[src/rtl/pcie_phy_pkg.sv]
// Shared PCIe PHY definitions: K28.5 comma encodings and the symbol-alignment state type.
package pcie_phy_pkg;

    localparam int unsigned SYM_W     = 10;
    localparam logic [9:0]  K28_5_NEG = 10'b0011111010;
    localparam logic [9:0]  K28_5_POS = 10'b1100000101;

    typedef enum logic [1:0] {
        UNLOCKED = 2'd0,
        CHECK    = 2'd1,
        LOCKED   = 2'd2
    } align_state_t;

endpackage

[src/rtl/pcie_comma_detect.sv]
// Combinational K28.5 matcher: flags a candidate symbol equal to either comma disparity.
module pcie_comma_detect
    import pcie_phy_pkg::*;
#(
    parameter int DATA_WIDTH = 10
) (
    input  logic [DATA_WIDTH-1:0] i_sym,
    output logic                  o_comma_hit
);

    assign o_comma_hit = (i_sym == DATA_WIDTH'(K28_5_NEG)) ||
                         (i_sym == DATA_WIDTH'(K28_5_POS));

endmodule

[src/rtl/pcie_sipo_align.sv]
// Serial-to-parallel 8b/10b symbol deserializer with K28.5-based boundary alignment and lock tracking.
module pcie_sipo_align
    import pcie_phy_pkg::*;
#(
    parameter int DATA_WIDTH = 10,
    parameter int LOCK_COUNT = 3,
    parameter int LOSS_COUNT = 4
) (
    input  logic                  clk,
    input  logic                  reset,
    input  logic                  enable,
    input  logic                  data_in,
    output logic [DATA_WIDTH-1:0] data_out,
    output logic                  data_valid,
    output logic                  is_comma,
    output logic                  locked,
    output logic                  align_err
);

    localparam int CNT_W  = $clog2(DATA_WIDTH);
    localparam int GOOD_W = $clog2(LOCK_COUNT + 1);
    localparam int ERR_W  = $clog2(LOSS_COUNT + 1);

    logic [DATA_WIDTH-1:0] r_sr;
    logic [CNT_W-1:0]      r_bit_cnt;
    logic [GOOD_W-1:0]     r_good_cnt;
    logic [ERR_W-1:0]      r_err_cnt;
    align_state_t          r_state;
    logic [DATA_WIDTH-1:0] r_data_out;
    logic                  r_data_valid;
    logic                  r_is_comma;
    logic                  r_locked;
    logic                  r_align_err;

    logic [DATA_WIDTH-1:0] w_sr_next;
    logic                  w_comma_hit;
    logic                  w_boundary;
    logic [DATA_WIDTH-1:0] w_sr_upd;
    logic [CNT_W-1:0]      w_bit_cnt_next;
    logic [GOOD_W-1:0]     w_good_next;
    logic [ERR_W-1:0]      w_err_next;
    align_state_t          w_state_next;
    logic                  w_emit;
    logic                  w_align_err;

    assign w_sr_next  = {r_sr[DATA_WIDTH-2:0], data_in};
    assign w_boundary = (r_bit_cnt == CNT_W'(DATA_WIDTH - 1));

    pcie_comma_detect #(
        .DATA_WIDTH (DATA_WIDTH)
    ) u_comma_detect (
        .i_sym       (w_sr_next),
        .o_comma_hit (w_comma_hit)
    );

    // Next-state, counter and emit decisions; everything holds while enable is low.
    always_comb begin
        w_sr_upd       = r_sr;
        w_bit_cnt_next = r_bit_cnt;
        w_good_next    = r_good_cnt;
        w_err_next     = r_err_cnt;
        w_state_next   = r_state;
        w_emit         = 1'b0;
        w_align_err    = 1'b0;
        if (enable) begin
            w_sr_upd = w_sr_next;
            case (r_state)
                UNLOCKED: begin
                    if (w_comma_hit) begin
                        w_emit         = 1'b1;
                        w_bit_cnt_next = '0;
                        w_good_next    = GOOD_W'(1);
                        w_err_next     = '0;
                        w_state_next   = (LOCK_COUNT == 1) ? LOCKED : CHECK;
                    end else begin
                        w_bit_cnt_next = r_bit_cnt;
                    end
                end
                CHECK: begin
                    if (w_boundary) begin
                        w_emit         = 1'b1;
                        w_bit_cnt_next = '0;
                        if (w_comma_hit) begin
                            if (r_good_cnt >= GOOD_W'(LOCK_COUNT - 1)) begin
                                w_good_next  = GOOD_W'(LOCK_COUNT);
                                w_err_next   = '0;
                                w_state_next = LOCKED;
                            end else begin
                                w_good_next = r_good_cnt + GOOD_W'(1);
                            end
                        end else begin
                            w_good_next = r_good_cnt;
                        end
                    end else if (w_comma_hit) begin
                        // Comma off the assumed boundary: trust the new comma and restart counting.
                        w_align_err    = 1'b1;
                        w_emit         = 1'b1;
                        w_bit_cnt_next = '0;
                        w_good_next    = GOOD_W'(1);
                    end else begin
                        w_bit_cnt_next = r_bit_cnt + CNT_W'(1);
                    end
                end
                LOCKED: begin
                    if (w_boundary) begin
                        w_emit         = 1'b1;
                        w_bit_cnt_next = '0;
                        if (w_comma_hit) begin
                            w_err_next = '0;
                        end else begin
                            w_err_next = r_err_cnt;
                        end
                    end else begin
                        w_bit_cnt_next = r_bit_cnt + CNT_W'(1);
                        if (w_comma_hit) begin
                            w_align_err = 1'b1;
                            if (r_err_cnt >= ERR_W'(LOSS_COUNT - 1)) begin
                                w_err_next   = ERR_W'(LOSS_COUNT);
                                w_state_next = UNLOCKED;
                            end else begin
                                w_err_next = r_err_cnt + ERR_W'(1);
                            end
                        end else begin
                            w_err_next = r_err_cnt;
                        end
                    end
                end
                default: begin
                    w_bit_cnt_next = '0;
                    w_good_next    = '0;
                    w_err_next     = '0;
                    w_state_next   = UNLOCKED;
                end
            endcase
        end else begin
            w_sr_upd = r_sr;
        end
    end

    // State, counters and registered outputs.
    always_ff @(posedge clk) begin
        if (reset) begin
            r_sr         <= '0;
            r_bit_cnt    <= '0;
            r_good_cnt   <= '0;
            r_err_cnt    <= '0;
            r_state      <= UNLOCKED;
            r_data_out   <= '0;
            r_data_valid <= 1'b0;
            r_is_comma   <= 1'b0;
            r_locked     <= 1'b0;
            r_align_err  <= 1'b0;
        end else begin
            r_sr         <= w_sr_upd;
            r_bit_cnt    <= w_bit_cnt_next;
            r_good_cnt   <= w_good_next;
            r_err_cnt    <= w_err_next;
            r_state      <= w_state_next;
            r_data_valid <= w_emit;
            r_align_err  <= w_align_err;
            r_locked     <= (w_state_next == LOCKED);
            if (w_emit) begin
                r_data_out <= w_sr_next;
                r_is_comma <= w_comma_hit;
            end else begin
                r_data_out <= r_data_out;
                r_is_comma <= r_is_comma;
            end
        end
    end

    assign data_out   = r_data_out;
    assign data_valid = r_data_valid;
    assign is_comma   = r_is_comma;
    assign locked     = r_locked;
    assign align_err  = r_align_err;

endmodule

[config.mk]
export PLATFORM = sky130hd
export DESIGN_NAME = pcie_sipo_align
export DESIGN_NICKNAME = d
export VERILOG_FILES = /design/src/rtl/pcie_phy_pkg.sv /design/src/rtl/pcie_comma_detect.sv /design/src/rtl/pcie_sipo_align.sv
export SDC_FILE = /design/constraint.sdc
export NUM_CORES = 1
export LEC_CHECK = 0
export ABC_AREA = 1
export CAP_MARGIN = 20
export CORE_MARGIN = 4
export CORE_UTILIZATION = 40
export DETAILED_ROUTE_END_ITERATION = 7
export HOLD_SLACK_MARGIN = 0.06
export PLACE_DENSITY = 0.69
export REMOVE_ABC_BUFFERS = 1
export SYNTH_ARGS = -nofsm -noshare
export SYNTH_HDL_FRONTEND = slang
export SYNTH_HIERARCHICAL = 1
export SYNTH_SLANG_ARGS = --single-unit
export TNS_END_PERCENT = 5
[constraint.sdc]
create_clock -name clk -period 1.9 [get_ports clk]
set_input_delay 0.38 -clock clk [delete_from_list [all_inputs] [get_ports clk]]
set_output_delay 0.38 -clock clk [all_outputs]
set_load 0.05 [all_outputs]
Word-level counts from Yosys, hierarchy flattened

Cells that the tools add are included.

Bits of input ports: 4
Logic and storage cells: 69
Register bits after elaboration: 34

Multiplexer cells: 32
Bitwise operators: 3
Reduce and logical (&&, ||, !) cells: 7
Magnitude comparators: 2
Add/sub/neg operators: 3
Eq/ne operators: 12

Operator list:

| cell                                                               | number |
|---|---|
| 2-to-1 mux 2 bit                                                   | 12 |
| 2-to-1 mux 3 bit                                                   | 7 |
| 2-to-1 mux 4 bit                                                   | 4 |
| one-hot mux 2 bit (3 select lines)                                 | 2 |
| one-hot mux 4 bit (3 select lines)                                 | 1 |
| == test 10 bit (second input constant)                             | 1 |
| == test 10 x 8 -> 1 bit (second input constant)                    | 1 |
| one-hot mux 3 bit (3 select lines)                                 | 1 |
| != test 2 bit (second input constant)                              | 4 |
| != test 3 bit (second input constant)                              | 2 |
| AND reduction 5 bit                                                | 1 |
| adder 4 x 1 -> 4 bit (second input constant)                       | 1 |
| == test 2 bit (second input constant)                              | 2 |
| == test 4 bit (second input constant)                              | 1 |
| 2-to-1 mux 1 bit                                                   | 4 |
| OR reduction 4 bit                                                 | 1 |
| adder 3 x 1 -> 3 bit (second input constant)                       | 1 |
| greater-or-equal comparator 3 x 2 -> 1 bit (second input constant) | 1 |
| NOT 1 bit                                                          | 3 |
| one-hot mux 1 bit (3 select lines)                                 | 1 |
| AND reduction 3 bit                                                | 1 |
| adder 2 x 1 -> 2 bit (second input constant)                       | 1 |
| == test 2 x 1 -> 1 bit (second input constant)                     | 1 |
| greater-or-equal comparator 2 bit (second input constant)          | 1 |
| other kinds (4)                                                    | 4 |

Depth between registers and ports, before layout

Gate-level depths: netlist of the first run.

Depth in word-level cells: 7
Depth in mapped cells: 14

Cells and area by module

The synthesis of the first run kept the hierarchy.

By module, submodules not included:

| module            | cells each | area an instance (um2) | instances |
|---|---|---|---|
| pcie_sipo_align   | 246        | 1,739.2                | 1 |
| pcie_comma_detect | 21         | 81.3                   | 1 |

Worst setup path after synthesis of the first run

Ideal clock, no wire load.

Kind: reg-to-reg
Start point: register r_sr[1]
End point: register r_bit_cnt[3]
Period minus slack after synthesis: 1.474 ns
Stages on the path, launching flop included: 13
Arrival time: 1.360 ns
Slack: 0.426 ns
Path through: dfxtp_1 -> inv_1 -> nor3_1 -> nand2_1 -> nand2_1 -> buf_4 -> inv_2 -> nand2_1 -> nand2_2 -> nor2_1 -> nand3_1 -> xor2_1 -> nor2_1

Cells in the longest elaborated chain, start to end: 5

RTL lines:

| item                                                             | RTL line                                         | RTL |
|---|---|---|
| from (decl)                                                      | pcie_sipo_align.sv:24                            | `logic [DATA_WIDTH-1:0] r_sr;` |
| from (signal assigned)                                           | pcie_sipo_align.sv:154                           | `r_sr <= w_sr_upd;` |
| == test 10 x 8 -> 1 bit / == test 10 bit (equally long branches) | pcie_comma_detect.sv:11, pcie_comma_detect.sv:12 |  |
| logical OR 1 bit (*)                                             | pcie_comma_detect.sv:11                          | `assign o_comma_hit = (i_sym == DATA_WIDTH'(K28_5_NEG)) \|\|` |
| net w_comma_hit                                                  | pcie_sipo_align.sv:36                            | `logic w_comma_hit;` |
| 2-to-1 mux 4 bit                                                 | pcie_sipo_align.sv:94                            | `end else if (w_comma_hit) begin` |
| 2-to-1 mux 4 bit                                                 | pcie_sipo_align.sv:80                            | `if (w_boundary) begin` |
| one-hot mux 4 bit (3 select lines)                               | pcie_sipo_align.sv:67                            | `case (r_state)` |
| to (signal assigned)                                             | pcie_sipo_align.sv:155                           | `r_bit_cnt <= w_bit_cnt_next;` |
| to (decl)                                                        | pcie_sipo_align.sv:25                            | `logic [CNT_W-1:0] r_bit_cnt;` |

The timed path passes the listed nets; every way through them passes the cells marked *.
A chain may end at the register's enable or synchronous reset.

Worst setup path in the final report of the first run

Start point: register r_data_out[4] (netlist: data_out[4])
End point: output port data_out[4]

RTL lines:

| item                   | RTL line               | RTL |
|---|---|---|
| from (decl)            | pcie_sipo_align.sv:29  | `logic [DATA_WIDTH-1:0] r_data_out;` |
| from (signal assigned) | pcie_sipo_align.sv:163 | `r_data_out <= w_sr_next;` |
| from (signal assigned) | pcie_sipo_align.sv:166 | `r_data_out <= r_data_out;` |
| to (decl)              | pcie_sipo_align.sv:13  | `output logic [DATA_WIDTH-1:0] data_out,` |

No word-level cell between the ends.

==> summary.txt, run 1 <==
Starting Density: 0.415
Crit Path Max Fanout: 2
Vias in the first global route: 1,385
Nets: 305
Final Skew: 2.21 ps
Bufs on Longest Clock Path: 2
Synth Instances: 267
Post-synthesis area per instance: 6.82 sq um
Worst R2R Path Depth: 11
Final Cell Area: 0.00220 sq mm
Clock share of power: 0.395
LEAKAGE: 0.947 nW
First-pass GRT wire length: 6.33 mm
Total grt overflow: 0
Synth unique cells: 24
Fillers: 448
Largest net degree at the start of global routing: 24
Initial antenna violation count: 0
# diodes: 0
Die Ht: 75.5 um
Endpoints failing hold: 0
Comb power frac: 0.071
Total track usage: 0.143
Drt first pass iters: 4
CP peak stage delay: 810 ps
H-tree depth: 2
I/O Buffers: 17
Post-placement worst setup slack: -192 ps
Cell family with most CP delay: buffers and inverters
Final setup fails: 0
# DRC: 0
Total CTS buffers: 5
Final worst slack: 90.2 ps
Register bit count reported by yosys: 34
Area growth, synth to finish: 20.9%
Post-synthesis sequential area ratio: 0.374
Worst path slowest cell: clkdlybuf4s50_1
Number of instances resized during post-cts repair: 0
Root Driver: clkbuf_8
# hold bufs at CTS: 0
Net Switching: 0.000328 W
Core Region: 0.00438 sq mm
Initial DRC Count: 144
Critical-path cell list: clkdlybuf4s50_1
DR vias: 1,686
Final Max Slew Viols: 0
Warnings from Yosys: 6
Die X: 75.5 um
Crit path launch type: flip-flop
WL final: 3.75 mm
Critical path startpoint: data_out[4]$_SDFFE_PP0P_
Inst Count DP: 338
Skew-Pair Late Insertion Delay: 280 ps
Clock transition at path regs: 70 ps
FF-to-FF setup slack: 300 ps
CP endpoint kind: output port
Worst path depth: 1
Tcrit/Tclk final: 0.953
DIE AREA: 0.00569 sq mm
CTS sink count: 34
Final std cells w/o fill: 346
CTS tree: built
GR peak layer: met1
Post CTS Setup Buffer Count: 0
Hold Crit Class: flip-flop to flip-flop
I/O pin total: 18
M2 GR Usage: 0.201
Routability cong.: 0.843
Share of cells above drive strength 1: 0.122
Post-DP HPWL: 2.73 mm
Power per standard cell area: 629 mW/mm^2
Fin crit period: 1810 ps
VDD IR-drop max: 0.277 mV
Reg2reg start: r_sr[1]$_SDFFE_PP0P_
Max Freq: 0.553 GHz
Placed inst area: 0.00211 sq mm
Rel. slew slack: 0.668
WP data arrival: 1430 ps
Net Sw Frac: 0.237
Total of max-cap violations: 0
Met3 Usage GRT: 0.0356
Kind of critical path: flip-flop to output port
Sequential share of power: 0.535
WL/cell: 10.8 um
Worst Setup EP: data_out[4]
CP Buf/Inv Count: 1
Row count: 24
Reg2reg end: r_err_cnt[0]$_SDFFE_PP0P_
Int Pwr: 0.00106 W
Worst-margin pin slew: 497 ps
Routed Antenna Nets: 0
CP required: 1520 ps
Sum Neg Setup Slack: 0 ps
Status: finished, final reports clean
Met1 usage: 0.212
Vias/cell: 4.87
Post-Syn Area: 0.00182 sq mm
-- worst min-delay path by stage --
stage,startpoint,endpoint,depth (start not counted)
6_report,data_out[2]$_SDFFE_PP0P_,data_out[2]$_SDFFE_PP0P_,2
5_1_grt,data_out[1]$_SDFFE_PP0P_,data_out[1]$_SDFFE_PP0P_,2
4_1_cts,data_out[2]$_SDFFE_PP0P_,data_out[2]$_SDFFE_PP0P_,2
3_5_place_dp,data_out[2]$_SDFFE_PP0P_,data_out[2]$_SDFFE_PP0P_,2
3_3_place_gp,data_out[9]$_SDFFE_PP0P_,data_out[9]$_SDFFE_PP0P_,2
2_1_floorplan,reset,r_err_cnt[0]$_SDFFE_PP0P_,1
-- through the flow --
| stage | util | hold slack (ps) | power (W) |
|---|---|---|---|
| floorplan | - | 442 | 0.000806 |
| global placement | 0.481 | 461 | 0.000852 |
| detailed placement | 0.481 | 467 | 0.000853 |
| CTS | 0.501 | 485 | 0.00141 |
| global route | 0.502 | 510 | 0.00146 |
| finish | 0.502 | 481 | 0.00138 |
-- synthesized netlist by cell type, drive strengths merged --
library cell  count  area share
ha                8       0.055
xor2              1      0.0048
a31oi             2      0.0069
a21oi            28       0.089
nor2             31       0.068
o211ai            1      0.0041
o31ai             1      0.0041
nor3              2      0.0055
inv              36       0.074
dfxtp            34        0.37
buf              10       0.035
or2               1      0.0034
nand3            30       0.088
nand2            66        0.14
o21ai            16       0.046
-- flip-flops by register name, indices dropped and copies added, names as in the netlist --
signal      count
align_err       1
data_out       10
data_valid      1
is_comma        1
locked          1
r_bit_cnt       4
r_err_cnt       3
r_good_cnt      2
r_sr            9
r_state         2
-- area by class of cell --
type	instances	area, sq um	share of cell area
inverter	36	135	0.0614
tap	52	65.1	0.0296
timing repair buffer	29	285	0.130
sequential	34	681	0.309
multi-input combinational	187	943	0.429
clock buffer	7	86.3	0.0392
clock inverter	1	5.00	0.00227
-- cells by family (layout without fill, tap and decap cells) --
kind of cell	after synthesis	after routing	share of synthesized area
AND/OR/NAND/NOR	130	130	0.307
adder cells (fa/ha/maj)	8	8	0.0550
AO/OA/AOI/OAI	48	48	0.151
XOR/XNOR	1	1	0.00481
flip-flops	34	34	0.374
buffers and inverters	46	73	0.109
-- placed cells by master (no fill, tap or decap), types with 2 or more instances in the layout --
cell             synthesis  layout
nand2_1                 62      61
inv_1                   34      34
dfxtp_1                 34      34
nor2_1                  30      30
nand3_1                 28      28
a21oi_1                 22      22
clkdlybuf4s50_1          0      17
o21ai_0                 15      15
buf_4                    1      10
ha_1                     8       8
a21oi_2                  6       6
clkbuf_8                 0       6
nand2_2                  4       5
inv_2                    2       2
nand3_2                  2       2
a31oi_1                  2       2
nor3_1                   2       2
buf_12                   0       2
-- routing by layer --
metal,up-vias,share of wire
li1,905,-
met1,743,0.52
met2,32,0.42
met3,6,0.041
met4,0,0.015
met5,-,0
-- worst register-to-register path, cell delays in order (launching register included) --
cell,delay [ps]
dfxtp_1,350
inv_1,60
nor3_1,180
nand2_1,90
nand2_2,150
inv_2,50
buf_4,160
nand3_1,90
nand3_2,130
inv_2,90
nand2_1,60
a21oi_2,110
-- power groups by stage --
stage | sequential [W] | combinational (W) | clock, W
2_1_floorplan | 0.000753 | 0.0000536 | 0
5_1_grt | 0.000741 | 0.000111 | 0.000607
3_3_place_gp | 0.000755 | 0.0000971 | 0
3_5_place_dp | 0.000755 | 0.0000977 | 0
6_report | 0.000740 | 0.0000977 | 0.000546
4_1_cts | 0.000739 | 0.0000983 | 0.000569
Note: power is estimated with default switching activity, not from simulation.
==> run 2, diff against run 1 <==
--- a/config.mk
+++ b/config.mk
@@ -12,7 +12,9 @@
 export DETAILED_ROUTE_END_ITERATION = 7
 export HOLD_SLACK_MARGIN = 0.06
 export PLACE_DENSITY = 0.69
+export RECOVER_POWER = 50
 export REMOVE_ABC_BUFFERS = 1
+export SLEW_MARGIN = 15
 export SYNTH_ARGS = -nofsm -noshare
 export SYNTH_HDL_FRONTEND = slang
 export SYNTH_HIERARCHICAL = 1
==> run 2 against run 1 <==
Effect of this change:
- sequential share of layout area is 0.27 points higher
- first-iteration DRC count is 19% lower
- worst hold slack hardly changed
- setup slack worse by 0.76 ps
- critical path depth stayed put
- clock power hardly changed
- cell area is 0.85% lower
- die area stayed put
- largest power group unchanged
==> summary.txt, run 2 (same netlist as run 1, synthesis figures left out) <==
Sum Neg Setup Slack: 0 ps (unchanged)
Rel. slew slack: 0.668 (unchanged)
Largest net degree at the start of global routing: 24 (unchanged)
Total CTS buffers: 5 (unchanged)
Number of flip-flops in the largest register: 10 (unchanged)
WL/cell: 10.9 um (+0.32%)
Bufs on Longest Clock Path: 2 (unchanged)
Crit path launch type: flip-flop
CP endpoint kind: output port
Seq. cell area: 681 sq um (unchanged)
Core Region: 0.00438 sq mm (unchanged)
Skew-Pair Late Insertion Delay: 280 ps (about the same)
DR vias: 1,678 (-0.47%)
Fillers: 454 (+1.3%)
Worst-margin pin slew: 497 ps (unchanged)
Min Hold Slack: 481 ps (+0.201 ps)
Die X: 75.5 um (unchanged)
Critical-path cell list: clkdlybuf4s50_1
I/O pin total: 18 (unchanged)
Post-DP HPWL: 2.73 mm (unchanged)
Clock transition at path regs: 70 ps (about the same)
Crit Path Max Fanout: 2 (unchanged)
Final setup fails: 0 (unchanged)
Total track usage: 0.143 (unchanged)
Final Max Slew Viols: 0 (unchanged)
Tcrit/Tclk final: 0.953 (about the same)
Total of max-cap violations: 0 (unchanged)
Status: finished, final reports clean
LEAKAGE: 0.928 nW (-2.0%)
Max Freq: 0.552 GHz (about the same)
Endpoints failing hold: 0 (unchanged)
Final worst slack: 89.4 ps (-0.764 ps)
CP peak stage delay: 800 ps (about the same)
Final Skew: 2.96 ps (+0.750 ps)
DIE AREA: 0.00569 sq mm (unchanged)
CP required: 1520 ps (about the same)
Drt first pass iters: 4 (unchanged)
Power per standard cell area: 634 mW/mm^2 (+0.87%)
# diodes: 0 (unchanged)
Initial antenna violation count: 0 (unchanged)
Worst path slowest cell: clkdlybuf4s50_1
Hold Crit Class: flip-flop to flip-flop
Row count: 24 (unchanged)
Starting Density: 0.415 (unchanged)
Fin crit period: 1810 ps (+0.764 ps)
Most frequent cells in the layout: nand2_1, inv_1, dfxtp_1
CTS sink count: 34 (unchanged)
Area growth, synth to finish: 19.9%
Routability cong.: 0.843 (unchanged)
CP Buf/Inv Count: 1 (unchanged)
WP data arrival: 1430 ps (about the same)
Routed Antenna Nets: 0 (unchanged)
VDD IR-drop max: 0.279 mV (+0.53%)
Kind of critical path: flip-flop to output port
Total grt overflow: 0 (unchanged)
Commonest non-fill, non-tap cell in the layout: nand2_1
First-pass GRT wire length: 6.33 mm (unchanged)
WL final: 3.77 mm (+0.32%)
Share of cells above drive strength 1: 0.109 (-0.0136)
CTS tree: built
H-tree depth: 2 (unchanged)
Initial DRC Count: 117 (-19%)
Die Ht: 75.5 um (unchanged)
Vias/cell: 4.85 (-0.47%)
Nets: 305 (unchanged)
Total Power: 0.00138 W (about the same)
Cell family with most CP delay: buffers and inverters
FF-to-FF setup slack: 270 ps (-30 ps)
Root Driver: clkbuf_8
Multi-input logic area: 938 sq um (-0.53%)
I/O Buffers: 17 (unchanged)
# DRC: 0 (unchanged)
Post-placement worst setup slack: -192 ps (unchanged)
Vias in the first global route: 1,385 (unchanged)
-- run 2: metrics by stage --
step | util | std cells | area [sq um]
after global placement | 0.481 | 338 | 2110
after CTS | 0.501 | 346 | 2200
after detailed placement | 0.481 | 338 | 2110
after floorplan | - | 257 | 1760
after global routing | 0.498 | 346 | 2180
final | 0.498 | 346 | 2180
-- run 2: worst paths after layout --
path	depth (start not counted)	end	start
max	1	data_out[1]	data_out[1]$_SDFFE_PP0P_
min	2	data_out[2]$_SDFFE_PP0P_	data_out[2]$_SDFFE_PP0P_
max reg2reg	11	r_err_cnt[0]$_SDFFE_PP0P_	r_sr[1]$_SDFFE_PP0P_
min reg2reg	2	data_out[2]$_SDFFE_PP0P_	data_out[2]$_SDFFE_PP0P_
-- run 2: per-layer routing --
metal,global-route usage,part of all wire
met1,0.212,0.52
met2,0.201,0.42
met3,0.0356,0.040
met4,0.0466,0.015
met5,0,0
-- run 2: final cells by class --
type / count / area share
Clock buffer: 7 / 0.0396
Inverter: 36 / 0.0619
Clock inverter: 1 / 0.00229
Tap cell: 52 / 0.0298
Multi-Input combinational cell: 187 / 0.430
Timing Repair Buffer: 29 / 0.124
Sequential cell: 34 / 0.312
-- run 2: report_power, final --
group | switching, W | internal (W) | total (W)
registers | 0.0000131 | 0.000727 | 0.000740
clock network | 0.000256 | 0.000292 | 0.000548
logic | 0.0000607 | 0.0000350 | 0.0000957
-- run 2: repair_timing --
item | in CTS | in global routing
setup endpoints to repair | 0 | 5
resized for setup | 0 | 1
buffers inserted | 0 | 0
hold buffers | 0 | 0
==> run 3, diff against run 2 <==
--- a/config.mk
+++ b/config.mk
@@ -7,11 +7,13 @@
 export LEC_CHECK = 0
 export ABC_AREA = 1
 export CAP_MARGIN = 20
+export CELL_PAD_IN_SITES_DETAIL_PLACEMENT = 0
+export CELL_PAD_IN_SITES_GLOBAL_PLACEMENT = 1
 export CORE_MARGIN = 4
 export CORE_UTILIZATION = 40
 export DETAILED_ROUTE_END_ITERATION = 7
 export HOLD_SLACK_MARGIN = 0.06
-export PLACE_DENSITY = 0.69
+export PLACE_DENSITY = 0.88
 export RECOVER_POWER = 50
 export REMOVE_ABC_BUFFERS = 1
 export SLEW_MARGIN = 15
==> run 3 against run 2 <==
Effect of this change:
- die area unchanged
- non-clock buffer count unchanged
- routed wire length hardly changed
- clock power barely moved
- critical endpoint unchanged
- sequential share of layout area is 0.27 points lower
- core utilization rose by 0.43 points
- largest power group unchanged
- setup slack better by 5.4 ps
- flip-flop and latch count did not move
- critical path depth is the same
- worst hold slack lost 1.2 ps
- largest cell class unchanged
==> summary.txt, run 3 (same netlist as run 1, synthesis figures left out) <==
Crit Path Max Fanout: 2 (unchanged)
Die X: 75.5 um (unchanged)
Critical-path cell list: clkdlybuf4s50_1
CP endpoint kind: output port
H-tree depth: 2 (unchanged)
Total grt overflow: 0 (unchanged)
Worst-margin pin slew: 497 ps (+0.656 ps)
Skew-Pair Late Insertion Delay: 290 ps (about the same)
Final std cells w/o fill: 346 (unchanged)
CTS tree: built
Cell family with most CP delay: buffers and inverters
Commonest non-fill, non-tap cell in the layout: nand2_1
I/O pin total: 18 (unchanged)
Tcrit/Tclk final: 0.950 (-0.00282)
Number of flip-flops in the largest register: 10 (unchanged)
Vias in the first global route: 1,400 (+1.1%)
DIE AREA: 0.00569 sq mm (unchanged)
Final setup fails: 0 (unchanged)
Nets: 305 (unchanged)
CP peak stage delay: 800 ps (about the same)
Starting Density: 0.415 (unchanged)
CP required: 1520 ps (about the same)
Most frequent cells in the layout: nand2_1, inv_1, dfxtp_1
Final worst slack: 94.8 ps (+5.36 ps)
Post-placement worst setup slack: -196 ps (-4.12 ps)
First-pass GRT wire length: 6.35 mm (+0.33%)
Power per standard cell area: 630 mW/mm^2 (-0.67%)
# DRC: 0 (unchanged)
WL final: 3.76 mm (about the same)
Share of cells above drive strength 1: 0.112 (+0.00340)
Total of max-cap violations: 0 (unchanged)
Status: finished, final reports clean
Largest net degree at the start of global routing: 26 (+8.3%)
Bufs on Longest Clock Path: 2 (unchanged)
# diodes: 0 (unchanged)
Fillers: 455 (+0.22%)
CTS sink count: 34 (unchanged)
Sum Neg Setup Slack: 0 ps (unchanged)
Routability cong.: 0.839 (-0.37%)
Drt first pass iters: 5 (+1)
CP Buf/Inv Count: 1 (unchanged)
Total CTS buffers: 5 (unchanged)
Fin crit period: 1810 ps (-5.36 ps)
Final Max Slew Viols: 0 (unchanged)
Endpoints failing hold: 0 (unchanged)
FF-to-FF setup slack: 310 ps (+40 ps)
Clock transition at path regs: 70 ps (about the same)
Routed Antenna Nets: 0 (unchanged)
Final Skew: 7.91 ps (+4.95 ps)
Total track usage: 0.147 (+0.00440)
Max Freq: 0.554 GHz (+0.30%)
Initial antenna violation count: 0 (unchanged)
Min Hold Slack: 480 ps (-1.20 ps)
Vias/cell: 4.70 (-3.0%)
Die Ht: 75.5 um (unchanged)
Inst Count DP: 338 (unchanged)
Row count: 24 (unchanged)
WP data arrival: 1430 ps (about the same)
LEAKAGE: 0.937 nW (+0.93%)
RSZ-0062 raised after global routing: no
Core Region: 0.00438 sq mm (unchanged)
Initial DRC Count: 88 (-25%)
Post CTS Setup Buffer Count: 0 (unchanged)
Rel. slew slack: 0.667 (about the same)
Post-DP HPWL: 2.66 mm (-2.8%)
WL/cell: 10.9 um (about the same)
Root Driver: clkbuf_8
Kind of critical path: flip-flop to output port
I/O Buffers: 17 (unchanged)
Hold Crit Class: flip-flop to flip-flop
VDD IR-drop max: 0.407 mV (+46%)
Worst path slowest cell: clkdlybuf4s50_1
Area growth, synth to finish: 20.9%
Fin util: 0.502 (+0.00428)
DR vias: 1,627 (-3.0%)
Crit path launch type: flip-flop
[run 3: cell count changes in the layout (fill, tap and decap cells not counted)]
cell and change:
clkdlybuf4s50_1 +1, clkbuf_4 +1, dlygate4sd3_1 -1, buf_12 +1
clkbuf_1 -1, clkbuf_2 -1
[run 3: layout make-up]
type	count	area, sq um	area share
Inverter	36	135	0.0614
Tap cell	52	65.1	0.0296
Clock buffer	7	86.3	0.0392
Sequential cell	34	681	0.309
Timing Repair Buffer	29	290	0.132
Multi-Input combinational cell	187	938	0.426
Clock inverter	1	5.00	0.00227
[run 3: per-layer routing]
layer	wire, um	global-route usage	vias up
li1	-	-	901
met1	2030	0.209	703
met2	1570	0.209	21
met3	128	0.0356	2
met4	40	0.0699	0
met5	0	0	-
[run 3: final timing paths]
check / start / end / cells past startpoint
min reg2reg: data_out[2]$_SDFFE_PP0P_ / data_out[2]$_SDFFE_PP0P_ / 2
max: data_out[1]$_SDFFE_PP0P_ / data_out[1] / 1
min: data_out[2]$_SDFFE_PP0P_ / data_out[2]$_SDFFE_PP0P_ / 2
max reg2reg: r_bit_cnt[0]$_SDFFE_PP0P_ / data_out[0]$_SDFFE_PP0P_ / 9
[run 3: timing repair]
| action | 4_1_cts | 5_1_grt |
|---|---|---|
| endpoints found under the hold margin | 0 | 0 |
| hold buffers | 0 | 0 |
| setup endpoints to repair | 0 | 1 |
| resized for setup | 0 | 1 |
[run 3: per-stage QoR]
stage	total power [W]	area (sq um)
floorplan	0.000806	1760
global placement	0.000855	2120
detailed placement	0.000855	2120
CTS	0.00141	2210
global route	0.00145	2200
finish	0.00139	2200
[run 3: power by group]
group / switching [W] / internal [W]
sequential: 0.0000133 / 0.000727
clock: 0.000257 / 0.000292
combinational: 0.0000601 / 0.0000372
total: 0.000331 / 0.00106
